===== src/rtl/code_lock.sv =====
// code_lock: two-key serial code lock with entry timeout and a timed unlock window.
// Define LOCKOUT_EN to add a lockout state after three consecutive failed entries.
module code_lock #(
  parameter int unsigned          CODE_LEN       = 4,
  parameter logic [CODE_LEN-1:0]  CODE           = 4'b1011,
  parameter int unsigned          TIMEOUT        = 2_000_000,
  parameter int unsigned          OPEN_CYCLES    = 50_000_000,
  parameter int unsigned          LOCKOUT_CYCLES = 100_000_000
) (
  input  logic       sysclk,
  input  logic       reset_n,
  input  logic       X0_deb,
  input  logic       X1_deb,
  output logic       unlock,
  output logic       error,
  output logic       busy,
  output logic [4:0] bit_count
);

  function automatic int unsigned max_u(input int unsigned a, input int unsigned b);
    return (a > b) ? a : b;
  endfunction

  // One shared counter times ENTRY gaps, the OPEN window and the lockout window.
  localparam int unsigned CNT_MAX = max_u(max_u(TIMEOUT, OPEN_CYCLES), LOCKOUT_CYCLES);
  localparam int unsigned CNT_W   = (CNT_MAX > 1) ? $clog2(CNT_MAX) : 1;

  localparam logic [CNT_W-1:0] TIMEOUT_LAST = CNT_W'(TIMEOUT - 1);
  localparam logic [CNT_W-1:0] OPEN_LAST    = CNT_W'(OPEN_CYCLES - 1);
  localparam logic [4:0]       LAST_COUNT   = 5'(CODE_LEN - 1);

`ifdef LOCKOUT_EN
  localparam logic [CNT_W-1:0] LOCK_LAST = CNT_W'(LOCKOUT_CYCLES - 1);

  typedef enum logic [2:0] {
    S_IDLE,
    S_ENTRY,
    S_OPEN,
    S_FAIL,
    S_LOCKOUT
  } state_t;

  logic [1:0] fail_cnt;
`else
  typedef enum logic [1:0] {
    S_IDLE,
    S_ENTRY,
    S_OPEN,
    S_FAIL
  } state_t;
`endif

  state_t              state;
  logic [CODE_LEN-1:0] shreg;
  logic [CNT_W-1:0]    timer;

  logic                valid_key;
  logic                key_bit;
  logic                last_key;
  logic                timed_out;
  logic                match;
  logic                open_now;
  logic                fail_now;
  logic [CODE_LEN-1:0] shifted;

  // Both keys in the same cycle is ambiguous and is treated as no key.
  assign valid_key = X0_deb ^ X1_deb;
  assign key_bit   = X1_deb;

  // In IDLE the partial code starts from zeros; in ENTRY older bits move toward the MSB.
  assign shifted  = (state == S_IDLE) ? CODE_LEN'(key_bit) : CODE_LEN'({shreg, key_bit});
  assign match    = (shifted == CODE);
  assign last_key = (state == S_IDLE) ? (CODE_LEN == 1) : (bit_count == LAST_COUNT);

  assign timed_out = (state == S_ENTRY) && !valid_key && (timer == TIMEOUT_LAST);
  assign open_now  = (state == S_IDLE || state == S_ENTRY) && valid_key && last_key && match;
  assign fail_now  = ((state == S_IDLE || state == S_ENTRY) && valid_key && last_key && !match)
                     || timed_out;

  // NOTE: sequential state uses non-blocking assignments so every register samples pre-edge values.
  always_ff @(posedge sysclk or negedge reset_n) begin
    if (!reset_n) begin
      state     <= S_IDLE;
      shreg     <= '0;
      timer     <= '0;
      bit_count <= '0;
      unlock    <= 1'b0;
      error     <= 1'b0;
      busy      <= 1'b0;
`ifdef LOCKOUT_EN
      fail_cnt  <= '0;
`endif
    end else begin
      // NOTE: error defaults low every cycle, so it can only ever be a one-cycle pulse.
      error <= 1'b0;

      case (state)
        S_IDLE, S_ENTRY: begin
          if (open_now) begin
            state     <= S_OPEN;
            unlock    <= 1'b1;
            busy      <= 1'b1;
            shreg     <= '0;
            timer     <= '0;
            bit_count <= '0;
`ifdef LOCKOUT_EN
            fail_cnt  <= '0;
`endif
          end else if (fail_now) begin
            state     <= S_FAIL;
            error     <= 1'b1;
            busy      <= 1'b1;
            shreg     <= '0;
            timer     <= '0;
            bit_count <= '0;
`ifdef LOCKOUT_EN
            fail_cnt  <= fail_cnt + 2'd1;
`endif
          end else if (valid_key) begin
            state     <= S_ENTRY;
            busy      <= 1'b1;
            shreg     <= shifted;
            timer     <= '0;
            bit_count <= bit_count + 5'd1;
          end else if (state == S_ENTRY) begin
            timer <= timer + CNT_W'(1);
          end
        end

        S_OPEN: begin
          if (timer == OPEN_LAST) begin
            state  <= S_IDLE;
            unlock <= 1'b0;
            busy   <= 1'b0;
            timer  <= '0;
          end else begin
            timer <= timer + CNT_W'(1);
          end
        end

        S_FAIL: begin
          state <= S_IDLE;
          busy  <= 1'b0;
          timer <= '0;
`ifdef LOCKOUT_EN
          // Third consecutive failure: hold off all keys for the lockout window.
          if (fail_cnt == 2'd3) begin
            state <= S_LOCKOUT;
            busy  <= 1'b1;
          end
`endif
        end

`ifdef LOCKOUT_EN
        S_LOCKOUT: begin
          if (timer == LOCK_LAST) begin
            state    <= S_IDLE;
            busy     <= 1'b0;
            timer    <= '0;
            fail_cnt <= '0;
          end else begin
            timer <= timer + CNT_W'(1);
          end
        end
`endif

        default: begin
          state     <= S_IDLE;
          unlock    <= 1'b0;
          busy      <= 1'b0;
          shreg     <= '0;
          timer     <= '0;
          bit_count <= '0;
        end
      endcase
    end
  end

endmodule


===== config.mk =====
export PLATFORM = sky130hd
export DESIGN_NAME = code_lock
export DESIGN_NICKNAME = d
export VERILOG_FILES = /design/src/rtl/code_lock.sv
export SDC_FILE = /design/constraint.sdc
export NUM_CORES = 1
export LEC_CHECK = 0
export ABC_AREA = 1
export ABC_CLOCK_PERIOD_IN_PS = 4900
export BUFFER_PORTS_ARGS = -buffer_cell sky130_fd_sc_hd__buf_2
export CAP_MARGIN = 25
export CELL_PAD_IN_SITES_DETAIL_PLACEMENT = 1
export CELL_PAD_IN_SITES_GLOBAL_PLACEMENT = 1
export CORE_ASPECT_RATIO = 0.6
export CORE_UTILIZATION = 45
export CTS_BUF_LIST = sky130_fd_sc_hd__clkbuf_4 sky130_fd_sc_hd__clkbuf_8 sky130_fd_sc_hd__clkbuf_16
export CTS_CLUSTER_DIAMETER = 200
export DETAILED_ROUTE_END_ITERATION = 8
export GPL_TIMING_DRIVEN = 0
export HOLD_SLACK_MARGIN = 0.12
export PLACE_DENSITY = 0.87
export SLEW_MARGIN = 10
export SYNTH_ARGS = -nofsm -noshare
export SYNTH_HDL_FRONTEND = slang
export SYNTH_SLANG_ARGS = --single-unit

===== constraint.sdc =====
create_clock -name sysclk -period 4.9 [get_ports sysclk]
set_input_delay 0.49 -clock sysclk [delete_from_list [all_inputs] [get_ports sysclk]]
set_output_delay 0.49 -clock sysclk [all_outputs]
set_load 0.1 [all_outputs]

==> flow_metrics.py, run 1 <==
metrics = {
    "clocking": {
        "clock_latency_ns": 0.30,
        "cts_tree": "built",
        "cts_buffers": 5,
        "clockBufferDepth": 2,
        "ctsResizeCount": 0,
        "cts.sinks": 40,
        "cts_root_buffer": "clkbuf_8",
        "path_clk_slew_ns": 0.08,
        "cts_setup_buffers": 0,
        "cts_max_level": 2,
        "cts_hold_buf": 0,
    },
    "hold_path": {
        "hold_class": "reg -> reg",
    },
    "worst_setup_path": {
        "critical_path.cell_chain": "ha_1 > nand2_2 > nor2_4 > nand2_2 > nor2_2 > nand3_4 > nand3_2 > nand2_4 > clkinv_4 > buf_6 > nor2_1",
        "cpPeakStageDelay_ns": 0.45,
        "cp.required_ns": 5.09,
        "crit_top_cell": "nand2_2",
        "worstSetupPathType": "reg -> reg",
        "slowest_stage": "dfrtp_1",
        "end_kind": "flop",
        "startpoint_type": "flop",
        "worstPathMaxFanout": 10,
        "worstPathArrival_ns": 2.25,
    },
    "placement": {
        "port-buffer-count": 11,
        "place_congestion": 0.836,
        "hpwl_um": 5130,
        "dpl_cell_area_sq_mm": 0.00258,
    },
    "cells_and_area": {
        "drive_gt1_share_pct": 11.1,
        "area_delta_synth_final_pct": 10.6,
        "num-nets-final": 364,
        "layout_common_cells": "84 x nand2_1, 61 x nor2_1, 40 x dfrtp_1, 39 x inv_1, 38 x nand3_1",
        "diodes": 0,
        "final_area_sq_mm": 0.00271,
        "final_common_cell": "nand2_1",
    },
    "sta": {
        "tightest_slew_ns": 0.508,
        "finalCritPeriodShare_pct": 42.1,
        "hold_viol_final": 0,
        "fmax_ghz": 0.485,
        "finalSetupViolations": 0,
        "clock_skew_ns": 0.00675,
        "max_slew_margin_pct": 65.9,
        "setup_tns_ns": 0,
        "finalCriticalPeriod_ns": 2.06,
        "rsz0062_at_grt": "false",
        "maxSlewViolCount": 0,
    },
    "floorplanning": {
        "io_pins": 12,
        "num_rows": 20,
        "start_util_pct": 47.5,
        "fp.dieH_um": 59.1,
        "die_area_sq_mm": 0.00574,
        "die_w_um": 97.2,
        "core_area_sq_mm": 0.00515,
    },
    "global_routing": {
        "grt_pass1_vias": 2238,
        "grt_antenna_before_repair": 0,
        "grt_first_pass_wirelength_um": 11100,
        "grt_max_degree": 41,
        "grt_use_total_pct": 25.6,
        "overflow": 0,
    },
    "synth": {
        "netlist_instances": 338,
        "synth-compound-area-share_pct": 3.63,
        "synthAdderAreaFrac_pct": 1.02,
        "syn_area_sq_mm": 0.00245,
        "synth_top_family_by_area": "simple AND/OR/NAND/NOR gates",
        "yosys_register_bits": 40,
        "synthFlopType": "dfrtp_1",
        "yosysUniqueCellTypes": 27,
        "synth_edf_count": 0,
        "yosys.area_share.simple_pct": 39.9,
        "synth_area_per_cell_sq_um": 7.24,
        "synth-xor-area-share_pct": 6.45,
        "async_flop_share_pct": 100,
        "muxShareOfSynthArea_pct": 0,
        "synth_warnings": 0,
        "synth_nets": 344,
        "seq_area_frac_synth_pct": 40.9,
    },
    "drt": {
        "drt_iter0_markers": 110,
        "drtPass1Iterations": 4,
        "routed_via_density": 5.29,
        "remaining_drc_errors": 0,
        "vias": 2249,
        "finalWirelength_um": 6670,
        "antenna_left": 0,
        "drt-wirelength-per-cell_um": 15.7,
    },
    "outcome": {
        "outcome": "complete, no violations",
    },
    "pwr": {
        "p_leak_nw": 1.33,
        "vdd_drop_max_mv": 0.172,
        "p_per_area_mw_per_mm2": 418,
    },
    "run": {
        "max-cap-violations": 0,
    },
}
## cell type report
| cell class | count | area, sq um |
|---|---|---|
| inverter | 40 | 155 |
| clock buffer | 6 | 82.6 |
| multi-input combinational | 252 | 1250 |
| sequential | 40 | 1000 |
| timing repair buffer | 13 | 85.1 |
| clock inverter | 2 | 10.0 |
| buffer | 6 | 41.3 |
| fill | 684 | 2450 |
| tap | 66 | 82.6 |
## synthesized netlist by cell type, types with 2 or more instances
master | n | area (sq um)
nand2_1 | 84 | 315
nor2_1 | 61 | 229
dfrtp_1 | 40 | 1000
inv_1 | 39 | 146
nand3_1 | 38 | 190
nand4_1 | 16 | 100
xor2_1 | 16 | 140
nor3_1 | 8 | 40.0
o21ai_0 | 7 | 35.0
o21ai_2 | 4 | 35.0
buf_2 | 3 | 15.0
nand2_2 | 3 | 18.8
a21oi_1 | 2 | 10.0
buf_6 | 2 | 22.5
ha_1 | 2 | 25.0
xnor2_1 | 2 | 17.5
## per-layer routing
metal / vias to the layer above / track usage, % / share of wire [%]
met5: - / 0 / 0
met4: 0 / 8.53 / 1.3
met3: 8 / 5.42 / 4.1
met2: 35 / 38.1 / 41
met1: 1088 / 37.2 / 54
li1: 1118 / - / -
## power by group
part	total, W	switching [W]	internal (W)
logic	0.000466	0.000361	0.000104
registers	0.000430	0.0000510	0.000379
clock network	0.000235	0.000123	0.000112
## critical path, delay by kind of cell (launching register included)
family                   cells  cell delay, ns
flip-flops                   1            0.45
AND/OR/NAND/NOR              8            0.94
buffers and inverters        2            0.27
adder cells (fa/ha/maj)      1            0.27
## path summary, 6_finish.rpt
path | end | startpoint | depth (start not counted) | slack, ns
min in group asynchronous | timer[24] | reset_n | 2 | 0.58
worst max register to register | timer[14] | timer[0] | 11 | 2.84
worst min register to register | busy | busy | 2 | 0.47
max in group asynchronous | timer[14] | reset_n | 3 | 3.86
worst max-delay path | timer[14] | timer[0] | 11 | 2.84
worst min-delay path | busy | busy | 2 | 0.47
## stage by stage
step	total power [W]	hold slack, ns	utilization [%]	cells	setup slack [ns]
floorplan	0.000800	0.194	-	338	2.68
global placement	0.000888	0.452	50.1	415	2.93
detailed placement	0.000902	0.458	50.1	415	2.88
CTS	0.00114	0.358	51.9	423	2.84
global route	0.00119	0.493	52.5	425	2.67
finish	0.00113	0.473	52.5	425	2.84
## registers in the layout, summed over array words and instances (netlist names)
register,count
busy,1
timer,27
state,2
unlock,1
bit_count,5
error,1
shreg,3
## logic make-up (layout without fill, tap and decap cells)
family,Yosys count,count (layout)
AO/OA/AOI/OAI,14,14
flip-flops,40,40
XOR/XNOR,18,18
adder cells (fa/ha/maj),2,2
buffers and inverters,46,67
AND/OR/NAND/NOR,218,218
Note: power is estimated with default switching activity, not from simulation.
==> inputs of run 2 (changes only) <==
--- a/config.mk
+++ b/config.mk
@@ -5,8 +5,8 @@
 export SDC_FILE = /design/constraint.sdc
 export NUM_CORES = 1
 export LEC_CHECK = 0
-export ABC_AREA = 1
-export ABC_CLOCK_PERIOD_IN_PS = 4900
+export ABC_AREA = 0
+export ABC_CLOCK_PERIOD_IN_PS = 1900
 export BUFFER_PORTS_ARGS = -buffer_cell sky130_fd_sc_hd__buf_2
 export CAP_MARGIN = 25
 export CELL_PAD_IN_SITES_DETAIL_PLACEMENT = 1
@@ -18,7 +18,7 @@
 export DETAILED_ROUTE_END_ITERATION = 8
 export GPL_TIMING_DRIVEN = 0
 export HOLD_SLACK_MARGIN = 0.12
-export PLACE_DENSITY = 0.87
+export PLACE_DENSITY = 0.84
 export SLEW_MARGIN = 10
 export SYNTH_ARGS = -nofsm -noshare
 export SYNTH_HDL_FRONTEND = slang
==> constraint.sdc (replaced) <==
create_clock -name sysclk -period 1.9 [get_ports sysclk]
set_input_delay 0.19 -clock sysclk [delete_from_list [all_inputs] [get_ports sysclk]]
set_output_delay 0.19 -clock sysclk [all_outputs]
set_load 0.1 [all_outputs]
==> run 2 against run 1 <==
Clock power increased to 3.1 times the previous value. Register-to-register slack got worse by 3.3 ns. Via count is 15% lower. Critical path depth decreased by 4. First-iteration DRC count is 31% higher. Clock-buffer cell count down 1. Wire length rose by 3.9%. Die area down 13%. Maximum frequency decreased by 14%. The run now ends with negative setup slack left. Utilization is 13 points higher.
==> flow_metrics.py, run 2 <==
metrics = {
    "outcome": {
        "outcome": "complete, but fails checks",
        "violations": "negative setup slack",
    },
    "hold_path": {
        "hold_class": "in -> reg",
        "min_from": "X1_deb",
    },
    "worst_setup_path": {
        "end_kind": "flop",
        "reg2reg_setup_slack_ns": -0.49,
        "crit_path_start": "timer[24]",
        "worstPathArrival_ns": 2.58,
        "cp.required_ns": 2.09,
        "worstReg2RegStart": "timer[24]",
        "worstSetupPathType": "reg -> reg",
        "rr_worst_depth": 7,
        "crit_end": "busy",
        "startpoint_type": "flop",
        "worstPathMaxFanout": 5,
        "worstReg2RegEnd": "busy",
    },
    "global_routing": {
        "grt_pass1_vias": 1953,
        "use_met2_pct": 47.3,
        "grt_use_total_pct": 27.3,
        "grt_antenna_before_repair": 0,
        "grt_util_met3_pct": 5.46,
        "grt_util_met1_pct": 35.1,
        "grt_first_pass_wirelength_um": 10100,
        "top_usage_layer": "met2",
        "grt_max_degree": 41,
        "overflow": 0,
    },
    "floorplanning": {
        "num_rows": 18,
        "io_pins": 12,
        "die_area_sq_mm": 0.00500,
        "fp.dieH_um": 55.2,
        "start_util_pct": 49.3,
        "core_area_sq_mm": 0.00430,
        "die_w_um": 90.6,
    },
    "cells_and_area": {
        "final_common_cell": "dfrtp_1",
        "top_register": "timer",
        "largest_reg_flops": 27,
        "num-nets-final": 262,
        "area_delta_synth_final_pct": 33.8,
        "layout_common_cells": "35 x dfrtp_1, 20 x xor2_1, 20 x nand2_1, 17 x nor2_1, 13 x nand3_1",
        "drive_gt1_share_pct": 32.7,
        "top_regs": "timer: 27 flops, bit_count: 5 flops, shreg: 3 flops",
        "diodes": 0,
        "utilization_pct": 66.0,
        "fillers": 456,
        "final_area_sq_mm": 0.00284,
    },
    "run": {
        "max-cap-violations": 0,
    },
    "drt": {
        "routed_via_density": 6.04,
        "vias": 1915,
        "antenna_left": 0,
        "drtPass1Iterations": 4,
        "drt_iter0_markers": 144,
        "finalWirelength_um": 6930,
        "drt-wirelength-per-cell_um": 21.9,
        "remaining_drc_errors": 0,
    },
    "sta": {
        "clock_skew_ns": 0.0149,
        "finalCritPeriodShare_pct": 126,
        "max_slew_margin_pct": 52.7,
        "setup_slack_ns": -0.492,
        "maxSlewViolCount": 0,
        "finalCriticalPeriod_ns": 2.39,
        "hold_viol_final": 0,
        "rsz0062_at_grt": "true",
        "tightest_slew_ns": 0.706,
        "setup_tns_ns": -16.97,
        "timing.hold.ws_ns": 0.182,
        "finalSetupViolations": 39,
        "fmax_ghz": 0.418,
    },
    "clocking": {
        "path_clk_slew_ns": 0.09,
        "cts_buffers": 5,
        "cts_tree": "built",
        "cts_root_buffer": "clkbuf_8",
        "clockBufferDepth": 2,
        "clock_latency_ns": 0.31,
        "cts.sinks": 40,
        "cts_max_level": 2,
    },
    "pwr": {
        "power.total_w": 0.00332,
        "p_per_area_mw_per_mm2": 1170,
        "p_leak_nw": 1.19,
        "vdd_drop_max_mv": 0.575,
    },
    "synth": {
        "synth_area_per_cell_sq_um": 9.68,
        "async_flop_share_pct": 100,
        "synth_top_area_share_pct": 47.2,
        "yosysMostFrequentCell": "dfrtp_1",
        "seq_area_frac_synth_pct": 47.2,
        "yosysUniqueCellTypes": 48,
        "synthFlopType": "dfrtp_1",
        "synth_area_leader_cell": "dfrtp_1",
        "synth_nets": 225,
        "synth_warnings": 0,
        "synth_area_leaders": "dfrtp_1 47%, xor2_1 8.3%, nor2_1 5.3%",
        "syn_area_sq_mm": 0.00212,
        "synth_common_cells": "40 x dfrtp_1, 30 x nor2_1, 20 x nand2_1, 20 x xor2_1, 13 x nand3_1",
        "yosys_register_bits": 40,
        "netlist_instances": 219,
        "synth_edf_count": 0,
    },
    "placement": {
        "hpwl_um": 3740,
        "port-buffer-count": 11,
        "place_congestion": 0.769,
        "dpl_cell_area_sq_mm": 0.00229,
    },
}
[run 2: how the worst min path moves through the flow]
stage               slack (ns)           end  cells past startpoint
floorplan                -0.11  bit_count[2]                      0
global placement          0.38  bit_count[3]                      1
detailed placement        0.38         error                      1
CTS                       0.17      shreg[0]                      2
global route              0.18      shreg[0]                      2
finish                    0.18      shreg[0]                      2
[run 2: cell families (layout without fill, tap and decap cells)]
group | count (synthesis) | count (layout) | share of synthesized area, %
DFF | 40 | 40 | 47.2
buffers and inverters | 11 | 49 | 2.89
muxes | 2 | 2 | 1.00
adders and majority gates | 2 | 2 | 1.18
AOI/OAI and AO/OA | 31 | 31 | 11.1
xor gates and xnor gates | 23 | 23 | 9.50
and+or+nand+nor | 110 | 110 | 27.1
[run 2: worst max-delay path, cell delays in order, from the launching register on]
cell     delay (ns)
dfrtp_1        0.42
or4b_4         0.52
or4_4          0.61
o21ai_4        0.21
and2_4         0.22
buf_12         0.12
buf_8          0.11
o21ai_4        0.06
[run 2: per-stage QoR]
step	setup WS [ns]	instances
floorplan	-0.342	219
global placement	-0.594	290
detailed placement	-0.668	291
CTS	-0.544	312
global route	-0.534	317
finish	-0.492	317
[run 2: layer usage]
| layer | share of wire (%) | wire, um |
|---|---|---|
| met1 | 45 | 3130 |
| met2 | 49 | 3400 |
| met4 | 1.3 | 93 |
| met3 | 4.4 | 304 |
| met5 | 0 | 0 |
[run 2: repair_timing]
item	CTS	global route
gates cloned	1	1
endpoints found under the setup margin	40	40
setup buffers	13	4
pin swaps	21	9
hold endpoints to repair	40	0
hold buffers	1	0
gates resized for setup	40	24
[run 2: power by group]
group	leakage (nW)	internal (W)	switching, W	total (W)
Combinational	0.602	0.000473	0.000946	0.00142
Sequential	0.531	0.00100	0.000170	0.00117
Clock	0.0548	0.000396	0.000330	0.000726
Total	1.19	0.00187	0.00145	0.00332
[run 2: final cells by class]
class	count	area, sq um	share of cell area, %
multi-input cells	168	1280	45.2
flip-flops and latches	40	1010	35.7
repair buffers	32	294	10.4
well taps	60	75.1	2.65
clock buffers	5	68.8	2.43
clock inverters	3	46.3	1.63
plain buffers	5	43.8	1.54
inverters	4	15.0	0.529
